[config.mk]
export PLATFORM = sky130hd
export DESIGN_NAME = can_fifo_controller
export DESIGN_NICKNAME = d
export VERILOG_FILES = /design/src/rtl/can_fifo_controller.sv
export SDC_FILE = /design/constraint.sdc
export NUM_CORES = 1
export LEC_CHECK = 0
export BUFFER_PORTS_ARGS = -buffer_cell sky130_fd_sc_hd__clkbuf_2
export CORE_MARGIN = 2
export CORE_UTILIZATION = 54
export DETAILED_ROUTE_END_ITERATION = 7
export PLACE_DENSITY = 0.81
export SYNTH_ARGS = -nofsm -noshare
export SYNTH_HDL_FRONTEND = slang
export SYNTH_SLANG_ARGS = --single-unit
[constraint.sdc]
create_clock -name clk -period 2.2 [get_ports clk]
set_input_delay 0.22 -clock clk [delete_from_list [all_inputs] [get_ports clk]]
set_output_delay 0.22 -clock clk [all_outputs]
set_load 0.05 [all_outputs]
[src/rtl/can_fifo_controller.sv]
// can_fifo_controller: TX FIFO + bit-timed serial framer, RX deserialiser with held register.
// Define CAN_LOOPBACK_EN to feed the registered can_out into RX instead of can_in.
module can_fifo_controller #(
    parameter int DATA_W     = 8,
    parameter int FIFO_DEPTH = 4,
    parameter int BIT_CYCLES = 4
) (
    input  logic                             clk,
    input  logic                             reset,
    input  logic [DATA_W-1:0]                tx_data,
    input  logic                             tx_wr,
    output logic                             tx_full,
    output logic [$clog2(FIFO_DEPTH+1)-1:0]  tx_count,
    output logic                             busy,
    output logic                             can_out,
    input  logic                             can_in,
    output logic [DATA_W-1:0]                rx_data,
    output logic                             rx_valid,
    input  logic                             rx_ack,
    output logic                             rx_err,
    output logic                             rx_overrun
);

    localparam int CW  = $clog2(FIFO_DEPTH + 1);
    localparam int AW  = $clog2(FIFO_DEPTH);
    localparam int BCW = $clog2(BIT_CYCLES);
    localparam int BW  = $clog2(DATA_W);

    localparam logic [CW-1:0]  FULL_CNT = CW'(FIFO_DEPTH);
    localparam logic [BCW-1:0] LAST_CYC = BCW'(BIT_CYCLES - 1);
    localparam logic [BCW-1:0] MID_CYC  = BCW'(BIT_CYCLES / 2 - 1);
    localparam logic [BW-1:0]  LAST_BIT = BW'(DATA_W - 1);

    typedef enum logic [2:0] {
        TX_IDLE, TX_SOF, TX_DATA, TX_PARITY, TX_STOP
    } tx_state_t;

    typedef enum logic [2:0] {
        RX_IDLE, RX_START, RX_DATA, RX_PARITY, RX_STOP
    } rx_state_t;

    logic [DATA_W-1:0] r_mem [FIFO_DEPTH];
    logic [AW-1:0]     r_wr_ptr;
    logic [AW-1:0]     r_rd_ptr;
    logic [CW-1:0]     r_count;
    logic              w_push;
    logic              w_pop;
    logic              w_empty;
    logic [DATA_W-1:0] w_head;

    assign w_empty  = (r_count == '0);
    assign tx_full  = (r_count == FULL_CNT);
    assign tx_count = r_count;
    assign w_push   = tx_wr & ~tx_full;
    assign w_head   = r_mem[r_rd_ptr];

    always_ff @(posedge clk) begin
        if (w_push) begin
            r_mem[r_wr_ptr] <= tx_data;
        end
    end

    always_ff @(posedge clk or posedge reset) begin
        if (reset) begin
            r_wr_ptr <= '0;
            r_rd_ptr <= '0;
            r_count  <= '0;
        end else begin
            if (w_push) begin
                r_wr_ptr <= r_wr_ptr + 1'b1;
            end
            if (w_pop) begin
                r_rd_ptr <= r_rd_ptr + 1'b1;
            end
            case ({w_push, w_pop})
                2'b10:   r_count <= r_count + 1'b1;
                2'b01:   r_count <= r_count - 1'b1;
                default: r_count <= r_count;
            endcase
        end
    end

    tx_state_t         r_tx_state, w_tx_state_n;
    logic [BCW-1:0]    r_tx_cyc, w_tx_cyc_n;
    logic [BW-1:0]     r_tx_bit, w_tx_bit_n;
    logic [DATA_W-1:0] r_tx_sh, w_tx_sh_n;
    logic              r_tx_par, w_tx_par_n;
    logic              r_can_out, w_can_out_n;
    logic              w_tx_end;

    assign w_tx_end = (r_tx_cyc == LAST_CYC);
    assign can_out  = r_can_out;
    assign busy     = (r_tx_state != TX_IDLE) | ~w_empty;

    always_ff @(posedge clk or posedge reset) begin
        if (reset) begin
            r_tx_state <= TX_IDLE;
            r_tx_cyc   <= '0;
            r_tx_bit   <= '0;
            r_tx_sh    <= '0;
            r_tx_par   <= 1'b0;
            r_can_out  <= 1'b1;
        end else begin
            r_tx_state <= w_tx_state_n;
            r_tx_cyc   <= w_tx_cyc_n;
            r_tx_bit   <= w_tx_bit_n;
            r_tx_sh    <= w_tx_sh_n;
            r_tx_par   <= w_tx_par_n;
            r_can_out  <= w_can_out_n;
        end
    end

    always_comb begin
        w_tx_state_n = r_tx_state;
        w_tx_cyc_n   = r_tx_cyc;
        w_tx_bit_n   = r_tx_bit;
        w_tx_sh_n    = r_tx_sh;
        w_tx_par_n   = r_tx_par;
        w_can_out_n  = r_can_out;
        w_pop        = 1'b0;
        if (r_tx_state != TX_IDLE) begin
            w_tx_cyc_n = w_tx_end ? '0 : r_tx_cyc + 1'b1;
        end
        unique case (r_tx_state)
            TX_IDLE: begin
                if (!w_empty) begin
                    w_pop        = 1'b1;
                    w_tx_sh_n    = w_head;
                    w_tx_par_n   = ^w_head;
                    w_tx_cyc_n   = '0;
                    w_tx_state_n = TX_SOF;
                    w_can_out_n  = 1'b0;
                end
            end
            TX_SOF: begin
                if (w_tx_end) begin
                    w_tx_state_n = TX_DATA;
                    w_tx_bit_n   = '0;
                    w_can_out_n  = r_tx_sh[DATA_W-1];
                    w_tx_sh_n    = r_tx_sh << 1;
                end
            end
            TX_DATA: begin
                if (w_tx_end) begin
                    if (r_tx_bit == LAST_BIT) begin
                        w_tx_state_n = TX_PARITY;
                        w_can_out_n  = r_tx_par;
                    end else begin
                        w_tx_bit_n  = r_tx_bit + 1'b1;
                        w_can_out_n = r_tx_sh[DATA_W-1];
                        w_tx_sh_n   = r_tx_sh << 1;
                    end
                end
            end
            TX_PARITY: begin
                if (w_tx_end) begin
                    w_tx_state_n = TX_STOP;
                    w_can_out_n  = 1'b1;
                end
            end
            TX_STOP: begin
                // Chain straight into the next SOF so frames go back-to-back
                if (w_tx_end) begin
                    if (!w_empty) begin
                        w_pop        = 1'b1;
                        w_tx_sh_n    = w_head;
                        w_tx_par_n   = ^w_head;
                        w_tx_state_n = TX_SOF;
                        w_can_out_n  = 1'b0;
                    end else begin
                        w_tx_state_n = TX_IDLE;
                    end
                end
            end
            default: w_tx_state_n = TX_IDLE;
        endcase
    end

    logic w_rx_in;

`ifdef CAN_LOOPBACK_EN
    assign w_rx_in = r_can_out;
`else
    logic r_sync1;
    logic r_sync2;

    always_ff @(posedge clk or posedge reset) begin
        if (reset) begin
            r_sync1 <= 1'b1;
            r_sync2 <= 1'b1;
        end else begin
            r_sync1 <= can_in;
            r_sync2 <= r_sync1;
        end
    end

    assign w_rx_in = r_sync2;
`endif

    rx_state_t         r_rx_state, w_rx_state_n;
    logic [BCW-1:0]    r_rx_cyc, w_rx_cyc_n;
    logic [BW-1:0]     r_rx_bit, w_rx_bit_n;
    logic [DATA_W-1:0] r_rx_sh, w_rx_sh_n;
    logic              r_rx_par, w_rx_par_n;
    logic              r_rx_prev;
    logic [DATA_W-1:0] r_rx_data, w_rx_data_n;
    logic              r_rx_valid, w_rx_valid_n;
    logic              r_rx_err, w_rx_err_n;
    logic              r_rx_ovr, w_rx_ovr_n;
    logic              w_rx_end;
    logic              w_rx_mid;
    logic              w_rx_good;

    assign w_rx_end   = (r_rx_cyc == LAST_CYC);
    assign w_rx_mid   = (r_rx_cyc == MID_CYC);
    assign w_rx_good  = w_rx_in & (r_rx_par == ^r_rx_sh);
    assign rx_data    = r_rx_data;
    assign rx_valid   = r_rx_valid;
    assign rx_err     = r_rx_err;
    assign rx_overrun = r_rx_ovr;

    always_ff @(posedge clk or posedge reset) begin
        if (reset) begin
            r_rx_state <= RX_IDLE;
            r_rx_cyc   <= '0;
            r_rx_bit   <= '0;
            r_rx_sh    <= '0;
            r_rx_par   <= 1'b0;
            r_rx_prev  <= 1'b1;
            r_rx_data  <= '0;
            r_rx_valid <= 1'b0;
            r_rx_err   <= 1'b0;
            r_rx_ovr   <= 1'b0;
        end else begin
            r_rx_state <= w_rx_state_n;
            r_rx_cyc   <= w_rx_cyc_n;
            r_rx_bit   <= w_rx_bit_n;
            r_rx_sh    <= w_rx_sh_n;
            r_rx_par   <= w_rx_par_n;
            r_rx_prev  <= w_rx_in;
            r_rx_data  <= w_rx_data_n;
            r_rx_valid <= w_rx_valid_n;
            r_rx_err   <= w_rx_err_n;
            r_rx_ovr   <= w_rx_ovr_n;
        end
    end

    always_comb begin
        w_rx_state_n = r_rx_state;
        w_rx_cyc_n   = r_rx_cyc;
        w_rx_bit_n   = r_rx_bit;
        w_rx_sh_n    = r_rx_sh;
        w_rx_par_n   = r_rx_par;
        w_rx_data_n  = r_rx_data;
        w_rx_valid_n = r_rx_valid & ~rx_ack;
        w_rx_err_n   = 1'b0;
        w_rx_ovr_n   = 1'b0;
        unique case (r_rx_state)
            RX_IDLE: begin
                if (r_rx_prev & ~w_rx_in) begin
                    w_rx_state_n = RX_START;
                    w_rx_cyc_n   = '0;
                end
            end
            RX_START: begin
                // Half a bit in: still low means a real SOF, high means a glitch
                w_rx_cyc_n = w_rx_mid ? '0 : r_rx_cyc + 1'b1;
                if (w_rx_mid) begin
                    w_rx_state_n = w_rx_in ? RX_IDLE : RX_DATA;
                    w_rx_bit_n   = '0;
                end
            end
            RX_DATA: begin
                w_rx_cyc_n = w_rx_end ? '0 : r_rx_cyc + 1'b1;
                if (w_rx_end) begin
                    w_rx_sh_n = {r_rx_sh[DATA_W-2:0], w_rx_in};
                    if (r_rx_bit == LAST_BIT) begin
                        w_rx_state_n = RX_PARITY;
                    end else begin
                        w_rx_bit_n = r_rx_bit + 1'b1;
                    end
                end
            end
            RX_PARITY: begin
                w_rx_cyc_n = w_rx_end ? '0 : r_rx_cyc + 1'b1;
                if (w_rx_end) begin
                    w_rx_par_n   = w_rx_in;
                    w_rx_state_n = RX_STOP;
                end
            end
            RX_STOP: begin
                w_rx_cyc_n = w_rx_end ? '0 : r_rx_cyc + 1'b1;
                if (w_rx_end) begin
                    w_rx_state_n = RX_IDLE;
                    if (!w_rx_good) begin
                        w_rx_err_n = 1'b1;
                    end else if (!r_rx_valid || rx_ack) begin
                        w_rx_data_n  = r_rx_sh;
                        w_rx_valid_n = 1'b1;
                    end else begin
                        w_rx_ovr_n = 1'b1;
                    end
                end
            end
            default: w_rx_state_n = RX_IDLE;
        endcase
    end

endmodule

==> qor.yml, run 1 <==
floorplanning:
  die_x_um: 89.8
  io_pins: 30
  coreArea_mm2: 0.00718
  die_h_um: 89.8
  start_util_pct: 55.4
  rows: 31
  dieArea_mm2: 0.00806
final_layout:
  nFillCells: 548
  drive_above_1_share_pct: 34.4
  final_cell_mix: "dfrtp_1 (49), mux2_2 (33), edfxtp_1 (32), clkbuf_2 (29), nand2_1 (17)"
  post-route-util_pct: 63.6
  fin_cells: 436
  num-nets-final: 359
  n_antenna_cell: 0
  final_common_cell: "dfrtp_1"
  area_delta_synth_final_pct: 14.8
  seqCellArea_mm2: 0.00237
  multi_input_area_mm2: 0.00153
setup_path:
  crit_fanout: 8
  cp.arrival_ns: 2.28
  crit_required_ns: 2.45
  cp-end-kind: "register"
  crit_type: "reg -> reg"
  startpoint_type: "register"
  regToRegSetupSlack_ns: 0.16
yosys:
  synth-main-ff-cell: "dfrtp_1"
  synthesis.area_mm2: 0.00398
  async_flop_share_pct: 63.6
  seq_area_frac_synth_pct: 59.6
  synth_edf_count: 32
  ys_types: 44
  synth_top_cell_area_share_pct: 32.7
  avgSynthCellArea_um2: 13.9
  synthCells: 287
  ys_ff_latch: 88
  ys_warn_count: 0
  yosys.area.top_type: "dfrtp_1"
  synth_area_leaders: "dfrtp_1 (33%), edfxtp_1 (24%), mux2_2 (9.3%), mux4_2 (4.5%), ha_1 (4.1%)"
  syn-num-nets: 314
sta:
  rsz0062_at_grt: "no"
  skew_ns: 0.00691
  setup_viol: 0
  slew_headroom_pct: 56.5
  min_period_ns: 2.04
  hold_violations: 0
  max_freq_mhz: 491
  tightest_slew_ns: 0.652
  finalCritPeriodShare_pct: 92.7
  postLayoutSetupSlackWorst_ns: 0.161
  drv_slew: 0
  fin_setup_tns_ns: 0
detailed_routing:
  detail_route.wl_per_cell_um: 15.5
  num_vias: 2326
  drtIter0Drc: 112
  ant_nets: 0
  route.detailed.drc: 0
  wirelength_um: 6750
  dr.pass1.iters: 4
  via_per_inst: 5.33
grt:
  track_usage_pct: 18.5
  grt_pass1_wl_um: 11800
  overflow: 0
  grt_pass1_vias: 2425
  antenna_found_initial: 0
  grt_max_degree: 30
clock_network:
  cts_tree: "yes"
  clkTransAtPathRegs_ns: 0.09
  cts_root_buf: "clkbuf_8"
  numCtsBuffers: 9
  cts_setup_buffers: 0
  numClockSinks: 88
  htreeDepth: 3
  clk_latency_ns: 0.36
  cts_buffer_depth: 2
pwr:
  seqPwrFrac_pct: 39.1
  finalPower_mw: 6.33
  pwr-share-comb_pct: 41.9
  switching_share_pct: 36.5
  p_int_mw: 4.02
  p_sw_mw: 2.31
  power-per-cell-area_mw_per_mm2: 1390
  ir_worst_vdd_v: 0.000654
  p_leak_nw: 1.97
  pwr-share-clk_pct: 19.0
place:
  hpwl_um: 4710
  routabilityCongestion: 0.842
  dp_cells: 418
  pre_cts_slack_ns: 0.140
  io_buffers: 29
worst_hold_path:
  hp-class: "in -> reg"
run_status:
  outcome: "completed"
flow_run:
  drv_cap: 0
==> final timing paths <==
kind / from / to / cells past startpoint
worst min register to register: r_sync1$_DFF_PP1_ / r_sync2$_DFF_PP1_ / 0
worst min-delay path: tx_data[7] / r_mem[3][7]$_DFFE_PP_ / 1
min in group asynchronous: reset / tx_count[0]$_DFFE_PP0P_ / 3
max in group asynchronous: reset / r_tx_sh[5]$_DFFE_PP0P_ / 4
worst max register to register: r_tx_bit[0]$_DFFE_PP0P_ / r_tx_sh[5]$_DFFE_PP0P_ / 8
worst max-delay path: r_tx_bit[0]$_DFFE_PP0P_ / r_tx_sh[5]$_DFFE_PP0P_ / 8
==> area by class of cell <==
| cell class | instances | area share, % |
|---|---|---|
| sequential | 88 | 51.9 |
| inverter | 15 | 1.23 |
| multi-input combinational | 175 | 33.6 |
| clock buffer | 9 | 2.71 |
| clock inverter | 7 | 1.97 |
| tap | 99 | 2.71 |
| timing repair buffer | 43 | 5.87 |
==> power by group through the flow <==
| stage | clock network (mW) | logic (mW) | registers, mW |
|---|---|---|---|
| floorplan | 0 | 2.07 | 2.50 |
| global placement | 0 | 2.57 | 2.49 |
| detailed placement | 0 | 2.65 | 2.52 |
| CTS | 1.23 | 2.67 | 2.48 |
| global route | 1.30 | 2.93 | 2.54 |
| finish | 1.20 | 2.65 | 2.48 |
==> routing by layer <==
| layer | global-route usage (%) | part of all wire [%] | vias up |
|---|---|---|---|
| met5 | 0 | 0 | - |
| met4 | 8.59 | 2.1 | 0 |
| met3 | 3.02 | 2.7 | 14 |
| met2 | 29.4 | 49 | 43 |
| met1 | 25.4 | 46 | 1154 |
| li1 | - | - | 1115 |
==> Yosys cell counts (6+ instances only) <==
library cell / number
mux4_2: 8
xnor2_1: 15
o21ai_0: 11
clkbuf_1: 6
inv_1: 15
edfxtp_1: 32
a21oi_1: 7
dfrtp_1: 52
mux2_2: 33
nor2_1: 13
nand2_1: 17
ha_1: 13
==> metrics by stage <==
step / cell area (um^2) / hold slack [ns]
2_1_floorplan: 4000 / 0.224
3_3_place_gp: 4330 / 0.309
3_5_place_dp: 4330 / 0.312
4_1_cts: 4560 / 0.0612
5_1_grt: 4560 / 0.0684
6_report: 4560 / 0.0735
==> cell families (layout without fill, tap and decap cells) <==
kind of cell             Yosys count  count (layout)  synth area share (%)
adder cells (fa/ha/maj)           14              14                  4.60
AO/OA/AOI/OAI                     37              37                  6.11
flip-flops                        88              88                  59.6
buffers and inverters             24              74                  2.33
multiplexers                      42              42                  14.1
XOR/XNOR                          22              22                  5.38
AND/OR/NAND/NOR                   60              60                  7.90
==> registers in the layout, indices dropped and copies added (netlist names), 2 cells and up <==
register	flops
r_mem	32
r_rx_sh	8
r_tx_sh	8
rx_data	8
r_rx_bit	3
r_rx_state	3
r_tx_bit	3
r_tx_state	3
tx_count	3
r_rd_ptr	2
r_rx_cyc	2
r_tx_cyc	2
r_wr_ptr	2
==> critical path: stages, from the launching register on <==
cell	delay, ns
dfrtp_1	0.43
ha_1	0.21
ha_1	0.19
nor2b_1	0.16
o2bb2ai_1	0.16
a22oi_1	0.10
o22ai_2	0.14
buf_4	0.19
mux2_2	0.34
==> what timing repair did <==
action,4_1_cts,5_1_grt
hold buffers,2,0
endpoints found under the setup margin,0,1
resized for setup,0,0
endpoints found under the hold margin,25,0
(Power assumes the default switching activity.)
==> run 2: changes to the inputs <==
Settings changed: CORE_UTILIZATION 54 to 64, PLACE_DENSITY 0.81 to 0.89.
Clock period 2.2 ns to 2.5 ns, I/O delays scaled along.
==> run 2 against run 1 <==
  * Non-clock buffer count down 5
  * Register-to-register slack gained 0.16 ns
  * Wire length grew 4.7%
  * Clock-buffer cell count increased by 4
  * Core utilization up 11 points
  * Fmax down 6.5%
  * Largest cell class unchanged
  * Largest power group unchanged
==> qor.yml, run 2 (synthesized netlist as in run 1, its figures left out) <==
sta:
  skew_ns: 0.0133  # +0.00640 ns
  min_period_ns: 2.18  # +0.142 ns
  rsz0062_at_grt: "no"
  finalCritPeriodShare_pct: 87.2  # -5.4 points
  tightest_slew_ns: 0.681  # +0.0290 ns
  fin_setup_tns_ns: 0  # unchanged
  slew_headroom_pct: 54.4  # -2.1 points
  drv_slew: 0  # unchanged
  setup_viol: 0  # unchanged
  max_freq_mhz: 459  # -6.5%
  hold_violations: 0  # unchanged
detailed_routing:
  num_vias: 2372  # +2.0%
  route.detailed.drc: 0  # unchanged
  drtIter0Drc: 157  # +40%
  detail_route.wl_per_cell_um: 17.4  # +12%
  via_per_inst: 5.83  # +9.2%
  wirelength_um: 7070  # +4.7%
  ant_nets: 0  # unchanged
  dr.pass1.iters: 4  # unchanged
pwr:
  pwr-share-comb_pct: 41.4  # -0.5 points
  power-per-cell-area_mw_per_mm2: 1220  # -12%
  p_sw_mw: 1.98  # -14%
  seqPwrFrac_pct: 40.9  # +1.8 points
  switching_share_pct: 36.4  # -0.11 points
  p_leak_nw: 1.94  # -1.8%
  ir_worst_vdd_v: 0.00109  # +67%
  p_int_mw: 3.47  # -14%
  pwr-share-clk_pct: 17.7  # -1.3 points
setup_path:
  crit_top_cell: "ha_1"
  crit_required_ns: 2.73  # +0.28 ns
  cp_cell_sequence: "ha_1 -> ha_1 -> nor2b_1 -> o2bb2ai_1 -> a22oi_1 -> o22ai_2 -> mux2_2"
  cp_top_family: "compound AO/OA/AOI/OAI gates"
  crit_slowest_cell: "dfrtp_1"
  reg2reg_depth: 7  # -1
  r2r_end: "r_tx_sh[0]$_DFFE_PP0P_"
  crit_fanout: 8  # unchanged
  cp_num_buf_inv: 0  # -1
  regToRegSetupSlack_ns: 0.32  # +0.16 ns
  crit_type: "reg -> reg"
  rr_startpoint: "r_tx_bit[0]$_DFFE_PP0P_"
  cpPeakStageDelay_ns: 0.42  # about the same
  cp-end-kind: "register"
  cp.arrival_ns: 2.41  # +0.13 ns
  startpoint_type: "register"
grt:
  grt_pass1_wl_um: 12200  # +3.1%
  grt_max_degree: 26  # -13%
  track_usage_pct: 22.7  # +4.2 points
  grt_pass1_vias: 2467  # +1.7%
  overflow: 0  # unchanged
  antenna_found_initial: 0  # unchanged
run_status:
  outcome: "completed"
place:
  io_buffers: 29  # unchanged
  hpwl_um: 4750  # +0.75%
  routabilityCongestion: 0.850  # +1.0%
floorplanning:
  die_x_um: 82.8  # -7.8%
  start_util_pct: 66.7  # +11 points
  dieArea_mm2: 0.00686  # -15%
  io_pins: 30  # unchanged
  coreArea_mm2: 0.00596  # -17%
  rows: 28  # -9.7%
  die_h_um: 82.8  # -7.8%
clock_network:
  clk_latency_ns: 0.35  # about the same
  numClockSinks: 88  # unchanged
  cts_root_buf: "clkbuf_8"
  htreeDepth: 3  # unchanged
  cts_setup_buffers: 0  # unchanged
  cts_buffer_depth: 2  # unchanged
  clkTransAtPathRegs_ns: 0.09  # about the same
  cts_tree: "yes"
  numCtsBuffers: 9  # unchanged
final_layout:
  final_common_cell: "dfrtp_1"
  area_delta_synth_final_pct: 12.2
  num-nets-final: 354  # -1.4%
  drive_above_1_share_pct: 31.0  # -3.4 points
  largest_reg_flops: 32  # unchanged
  largest-register: "r_mem"
  n_antenna_cell: 0  # unchanged
  post-route-util_pct: 74.9  # +11 points
  final_cell_mix: "dfrtp_1 (52), mux2_2 (33), edfxtp_1 (32), clkbuf_2 (29), nand2_1 (17)"
worst_hold_path:
  whs_endpoint: "r_mem[0][2]$_DFFE_PP_"
  hold_start: "tx_data[2]"
  hp-class: "in -> reg"
  hold_depth: 1  # unchanged
flow_run:
  drv_cap: 0  # unchanged
## run 2: cell types whose count changed in the layout (fill, tap and decap cells not counted), moves of 2 or more
cell / before / now
inv_6: 3 / 0
buf_4: 11 / 7
inv_1: 12 / 14
dfrtp_1: 49 / 52
clkbuf_8: 9 / 11
inv_8: 3 / 0
inv_2: 3 / 1
dfrtp_2: 3 / 0
clkinvlp_4: 0 / 2
## run 2: layout make-up
class | instances | area (um^2)
sequential | 88 | 2370
multi-input combinational | 175 | 1520
fill | 389 | 1490
timing repair buffer | 38 | 218
clock buffer | 13 | 180
tap | 75 | 93.8
inverter | 15 | 56.3
clock inverter | 3 | 23.8
## run 2: timing repair
action,CTS,global route
hold endpoints to repair,23,0
hold buffers,2,0
resized for setup,0,0
## run 2: power groups by stage
stage	clock network, mW	logic (mW)	registers [mW]
after detailed placement	0	2.24	2.25
final	0.964	2.26	2.23
after floorplan	0	1.80	2.19
after global routing	1.04	2.49	2.28
after CTS	0.972	2.28	2.23
after global placement	0	2.14	2.22
## run 2: metal layers
layer  GRT usage [%]  wire length, um  up-vias
met5               0                0        -
met4            8.79               67        0
met3            3.68              293        4
met2            36.1             3590       65
met1            31.9             3120     1195
li1                -                -     1108
## run 2: how the worst max path moves through the flow
stage	start	to	slack (ns)	depth (start not counted)
detailed placement	r_tx_bit[0]$_DFFE_PP0P_	r_tx_sh[0]$_DFFE_PP0P_	0.37	7
CTS	r_tx_bit[0]$_DFFE_PP0P_	r_tx_sh[0]$_DFFE_PP0P_	0.33	7
floorplan	tx_count[2]$_DFFE_PP0P_	tx_count[2]$_DFFE_PP0P_	0.05	10
global placement	r_tx_bit[0]$_DFFE_PP0P_	r_tx_sh[6]$_DFFE_PP0P_	0.44	7
global route	r_tx_bit[0]$_DFFE_PP0P_	r_tx_sh[1]$_DFFE_PP0P_	0.24	7
finish	r_tx_bit[0]$_DFFE_PP0P_	r_tx_sh[0]$_DFFE_PP0P_	0.32	7
## run 2: through the flow
stage               area, um^2  total power [mW]  hold slack [ns]  setup slack (ns)  std cells
finish                    4460              5.45            0.113             0.319        407
global route              4460              5.82            0.103             0.241        407
global placement          4240              4.35            0.289             0.442        389
CTS                       4460              5.49            0.103             0.330        407
floorplan                 3980              3.99            0.254            0.0492        287
detailed placement        4240              4.49            0.293             0.370        389
